--- config.mk ---
export PLATFORM = sky130hd
export DESIGN_NAME = hazard_control
export DESIGN_NICKNAME = d
export VERILOG_FILES = /design/src/rtl/hazard_control.sv
export SDC_FILE = /design/constraint.sdc
export NUM_CORES = 1
export LEC_CHECK = 0
export ABC_AREA = 1
export CAP_MARGIN = 20
export CORE_MARGIN = 4
export CORE_UTILIZATION = 40
export DETAILED_ROUTE_END_ITERATION = 7
export PLACE_DENSITY = 0.78
export SETUP_SLACK_MARGIN = 0.1
export SYNTH_ARGS = -nofsm -noshare
export SYNTH_HDL_FRONTEND = slang
export SYNTH_SLANG_ARGS = --single-unit
--- constraint.sdc ---
create_clock -name clk -period 2.2 [get_ports clk]
set_input_delay 0.44 -clock clk [delete_from_list [all_inputs] [get_ports clk]]
set_output_delay 0.44 -clock clk [all_outputs]
set_load 0.1 [all_outputs]
--- src/rtl/hazard_control.sv ---
// Pipeline hazard/stall controller for the 5-stage RV32I core: freeze, branch flush, load-use bubble.
// Optional performance counters are built when HAZARD_PERF_CNT_EN is defined.
module hazard_control #(
    parameter int TIMEOUT = 1023,
    parameter int CNT_W   = 32
) (
    input  logic             clk,
    input  logic             rst,
    input  logic [4:0]       rs1_dec,
    input  logic [4:0]       rs2_dec,
    input  logic [4:0]       rd_exe,
    input  logic             exe_mem_read,
    input  logic             br_taken_mem,
    input  logic             imem_read,
    input  logic             imem_resp,
    input  logic             dmem_req,
    input  logic             dmem_resp,
    output logic             load_pc,
    output logic             load_ifid,
    output logic             load_idex,
    output logic             load_exmem,
    output logic             load_memwb,
    output logic             bubble_idex,
    output logic             flush_ifid,
    output logic             if_hold,
    output logic             hang_err,
    output logic [CNT_W-1:0] stall_cycles,
    output logic [CNT_W-1:0] lu_bubbles
);

    typedef enum logic [1:0] {S_RUN, S_IWAIT, S_DWAIT, S_IHELD} state_t;

    localparam logic [15:0] TO_LIM = 16'(TIMEOUT);

    state_t      state;
    logic [15:0] wd_cnt;
    logic [15:0] wd_nxt;
    logic        load_use;
    logic        iwait;
    logic        dwait;
    logic        freeze;
    logic        lu_evt;

    assign load_use = exe_mem_read && (rd_exe != 5'd0) &&
                      ((rd_exe == rs1_dec) || (rd_exe == rs2_dec));
    // A latched I-cache response means fetch is no longer waiting on the cache.
    assign iwait    = imem_read && !imem_resp && !if_hold;
    assign dwait    = dmem_req && !dmem_resp;
    assign freeze   = iwait || dwait;
    assign lu_evt   = !rst && !freeze && !br_taken_mem && load_use;

    always_comb begin
        load_pc     = 1'b0;
        load_ifid   = 1'b0;
        load_idex   = 1'b0;
        load_exmem  = 1'b0;
        load_memwb  = 1'b0;
        bubble_idex = 1'b0;
        flush_ifid  = 1'b0;
        if (rst || freeze) begin
            load_pc = 1'b0;
        end else if (br_taken_mem) begin
            // The ID instruction is squashed, so its load-use dependency is moot.
            load_pc     = 1'b1;
            load_ifid   = 1'b1;
            load_idex   = 1'b1;
            load_exmem  = 1'b1;
            load_memwb  = 1'b1;
            bubble_idex = 1'b1;
            flush_ifid  = 1'b1;
        end else if (load_use) begin
            load_idex   = 1'b1;
            load_exmem  = 1'b1;
            load_memwb  = 1'b1;
            bubble_idex = 1'b1;
        end else begin
            load_pc    = 1'b1;
            load_ifid  = 1'b1;
            load_idex  = 1'b1;
            load_exmem = 1'b1;
            load_memwb = 1'b1;
        end
    end

    always_ff @(posedge clk or posedge rst) begin
        if (rst) begin
            state   <= S_RUN;
            if_hold <= 1'b0;
        end else begin
            case (state)
                S_RUN: begin
                    if (dwait && imem_resp) begin
                        state   <= S_IHELD;
                        if_hold <= 1'b1;
                    end else if (dwait) begin
                        state <= S_DWAIT;
                    end else if (iwait) begin
                        state <= S_IWAIT;
                    end
                end
                S_IWAIT: begin
                    if (imem_resp && dwait) begin
                        state   <= S_IHELD;
                        if_hold <= 1'b1;
                    end else if (imem_resp) begin
                        state <= S_RUN;
                    end else if (dwait) begin
                        state <= S_DWAIT;
                    end else if (!iwait) begin
                        state <= S_RUN;
                    end
                end
                S_DWAIT: begin
                    if (!dwait) begin
                        state <= iwait ? S_IWAIT : S_RUN;
                    end else if (imem_resp) begin
                        state   <= S_IHELD;
                        if_hold <= 1'b1;
                    end
                end
                S_IHELD: begin
                    // Hold drops at the edge ending the cycle the pipeline advances.
                    if (!dwait) begin
                        state   <= S_RUN;
                        if_hold <= 1'b0;
                    end
                end
                default: begin
                    state   <= S_RUN;
                    if_hold <= 1'b0;
                end
            endcase
        end
    end

    assign wd_nxt = (wd_cnt == 16'hFFFF) ? wd_cnt : wd_cnt + 16'd1;

    always_ff @(posedge clk or posedge rst) begin
        if (rst) begin
            wd_cnt   <= 16'd0;
            hang_err <= 1'b0;
        end else if (freeze) begin
            wd_cnt <= wd_nxt;
            if (wd_nxt >= TO_LIM) hang_err <= 1'b1;
        end else begin
            wd_cnt <= 16'd0;
        end
    end

`ifdef HAZARD_PERF_CNT_EN
    logic [CNT_W-1:0] stall_q;
    logic [CNT_W-1:0] lu_q;

    always_ff @(posedge clk or posedge rst) begin
        if (rst) begin
            stall_q <= '0;
            lu_q    <= '0;
        end else begin
            if (freeze) stall_q <= stall_q + CNT_W'(1);
            if (lu_evt) lu_q    <= lu_q + CNT_W'(1);
        end
    end

    assign stall_cycles = stall_q;
    assign lu_bubbles   = lu_q;
`else
    logic unused_perf;
    assign unused_perf  = lu_evt;
    assign stall_cycles = '0;
    assign lu_bubbles   = '0;
`endif

endmodule

==> results.json <==
{
  "rr_startpoint": "wd_cnt[0]",
  "startpoint": "rs2_dec[3]",
  "switching_share": 0.556,
  "drv_slew": 0,
  "synth_cells": 302,
  "endpoint_kind": "output pin",
  "insertion_delay_ns": 0.26,
  "power.switching_mw": 0.865,
  "antenna_cells": 0,
  "rsz0062_at_grt": "no",
  "finalPower_mw": 1.56,
  "dr.pass1.iters": 4,
  "worstSetupPathType": "in -> out",
  "fin_util": 0.505,
  "yosys_warnings": 0,
  "worstPathMaxFanout": 2,
  "gp_congestion": 0.850,
  "gr-total-overflow": 0,
  "port-buffer-count": 31,
  "place_area_um2": 2290,
  "synthTopCellsByArea": "buf_4 25%, dfrtp_1 25%, nand2_1 13%, inv_1 6.5%, nor2_1 5.8%",
  "drive_gt1_frac": 0.201,
  "route.vias.total": 1794,
  "drt-total-wl_mm": 4.49,
  "fp.dieH_um": 78.9,
  "fillers": 466,
  "synth_seq_cells": 20,
  "seqPwrFrac": 0.262,
  "synth_top_area_share": 0.250,
  "regToRegEndpoint": "hang_err",
  "die-width_um": 78.9,
  "multi_input_area_um2": 1160,
  "ir_drop_mv": 0.447,
  "skew_ns": 0.00488,
  "placementRows": 25,
  "start_util": 0.421,
  "die_area_um2": 6230,
  "final-setup-viol-count": 0,
  "critPathCapture": "load_pc",
  "nNetsFinal": 373,
  "critPathLaunchType": "primary input",
  "hpwl_mm": 3.58,
  "synthArstFlopShare": 1.00,
  "htreeDepth": 1,
  "worst_ep_arrival_time_ns": 1.56,
  "required_ns": 1.76,
  "synth_edf_count": 0,
  "cts_buffer_depth": 2,
  "synth_cell_types": 29,
  "power.internal_mw": 0.691,
  "area_growth_pct": 20.0,
  "synth_area_um2": 2010,
  "ys.flop_type": "dfrtp_1",
  "cts_buffers": 3,
  "status": "finished clean",
  "r2r_cells": 13,
  "post_drt_via_cell_ratio": 4.32,
  "p_per_area_nw_per_um2": 645,
  "ys_seq_area_frac": 0.249,
  "yosys.area.top_type": "buf_4",
  "root_buffer": "clkbuf_8",
  "grt_usage": 0.139,
  "grt_pass1_wl_mm": 7.10,
  "final_cell_area_um2": 2410,
  "post-synth-top-count-cell": "nand2_1",
  "regArea_um2": 504,
  "period_share": 0.907,
  "cap_violations": 0,
  "ant_nets": 0,
  "wl_per_cell_um": 10.8,
  "leakage_nw": 1.27,
  "hold_class": "reg -> reg",
  "antenna_found_initial": 0,
  "coreArea_um2": 4790,
  "pin_count": 96,
  "path_clk_slew_ns": 0.07,
  "drc": 0,
  "syn_area_per_cell_um2": 6.67,
  "grt_max_degree": 17,
  "p_clk_frac": 0.186,
  "first_global_vias": 1630,
  "synth_common_cells": "69 x nand2_1, 67 x buf_4, 35 x inv_1, 31 x nor2_1, 20 x dfrtp_1",
  "fmax_mhz": 501,
  "tritoncts": "built",
  "power_frac_comb": 0.552,
  "cts.sink_count": 20,
  "fin_crit_ns": 2.00,
  "first_iter_violations": 70,
  "hold_violations": 0,
  "cts_hold_buf": 0,
  "r2r_slack_ns": 0.32
}
## state kept, by name (all words and copies together) (netlist names)
signal    cells
wd_cnt       16
state         2
if_hold       1
hang_err      1
## metal layers
| metal | up-vias | wire length, um | global-route usage |
|---|---|---|---|
| met5 | - | 0 | 0 |
| met2 | 75 | 2200 | 0.243 |
| met3 | 7 | 341 | 0.0227 |
| li1 | 897 | - | - |
| met4 | 0 | 59 | 0.0430 |
| met1 | 815 | 1890 | 0.176 |
## worst min-delay path by stage
stage,cells after the start,to,startpoint,slack (ns)
floorplan,1,hang_err,rst,0.40
global placement,2,hang_err,hang_err,0.45
detailed placement,2,hang_err,hang_err,0.47
CTS,2,hang_err,hang_err,0.49
global route,3,state[1],dmem_resp,0.51
finish,2,hang_err,hang_err,0.48
## kinds of logic (layout without fill, tap and decap cells)
kind of cell | Yosys count | count (layout) | share of synthesized area
xor+xnor | 8 | 8 | 0.0348
fa+ha+maj | 1 | 1 | 0.00621
simple gates | 139 | 139 | 0.306
compound gates | 28 | 28 | 0.0777
buf+inv | 105 | 88 | 0.324
other cells | 1 | 64 | 0.00186
flops | 20 | 20 | 0.249
## area by class of cell
type | instances | share of cell area
timing repair buffer | 48 | 0.195
multi-input combinational | 240 | 0.481
inverter | 36 | 0.0570
sequential | 20 | 0.209
clock buffer | 4 | 0.0228
tap | 67 | 0.0347
## power by group through the flow
| stage | Combinational [mW] | Clock (mW) | Sequential, mW |
|---|---|---|---|
| after floorplan | 0.759 | 0 | 0.455 |
| after global placement | 0.840 | 0 | 0.413 |
| after detailed placement | 0.845 | 0 | 0.413 |
| after CTS | 0.847 | 0.292 | 0.407 |
| after global routing | 0.887 | 0.313 | 0.411 |
| final | 0.859 | 0.290 | 0.408 |
## critical path: stages
cell,delay [ns]
dlygate4sd2_1,0.24
xnor2_1,0.14
nand4_1,0.13
o31ai_2,0.09
nand3_2,0.14
nor2_2,0.14
nor2_4,0.07
buf_12,0.16
## cells in the final DEF (no fill, tap or decap), drive strengths merged, types with 2 or more instances in the layout
cell           count
clkbuf             6
nand3             14
nand4              7
or2                4
clkdlybuf4s50      3
xnor2              4
a21oi             14
buf               33
o21bai             2
clkdlybuf4s15      4
xor2               4
dfrtp             20
o21ai              9
dlygate4sd2        3
conb              64
nor2              38
dlymetal6s2s       3
inv               36
nand2             73
o31ai              2
## through the flow
step | cells | setup slack (ns) | setup TNS (ns) | hold WS [ns]
floorplan | 365 | -0.594 | -1.78 | 0.404
global placement | 402 | -0.264 | -0.709 | 0.455
detailed placement | 402 | -0.315 | -0.854 | 0.467
CTS | 413 | 0.101 | 0 | 0.489
global route | 415 | 0.102 | 0 | 0.511
finish | 415 | 0.204 | 0 | 0.483
## timing repair
action | in CTS | in global routing
pin swaps | 16 | 16
gates resized for setup | 46 | 15
setup endpoints to repair | 3 | 3
buffers inserted | 7 | 2
endpoints found under the hold margin | 0 | 0
(Power assumes the default switching activity.)
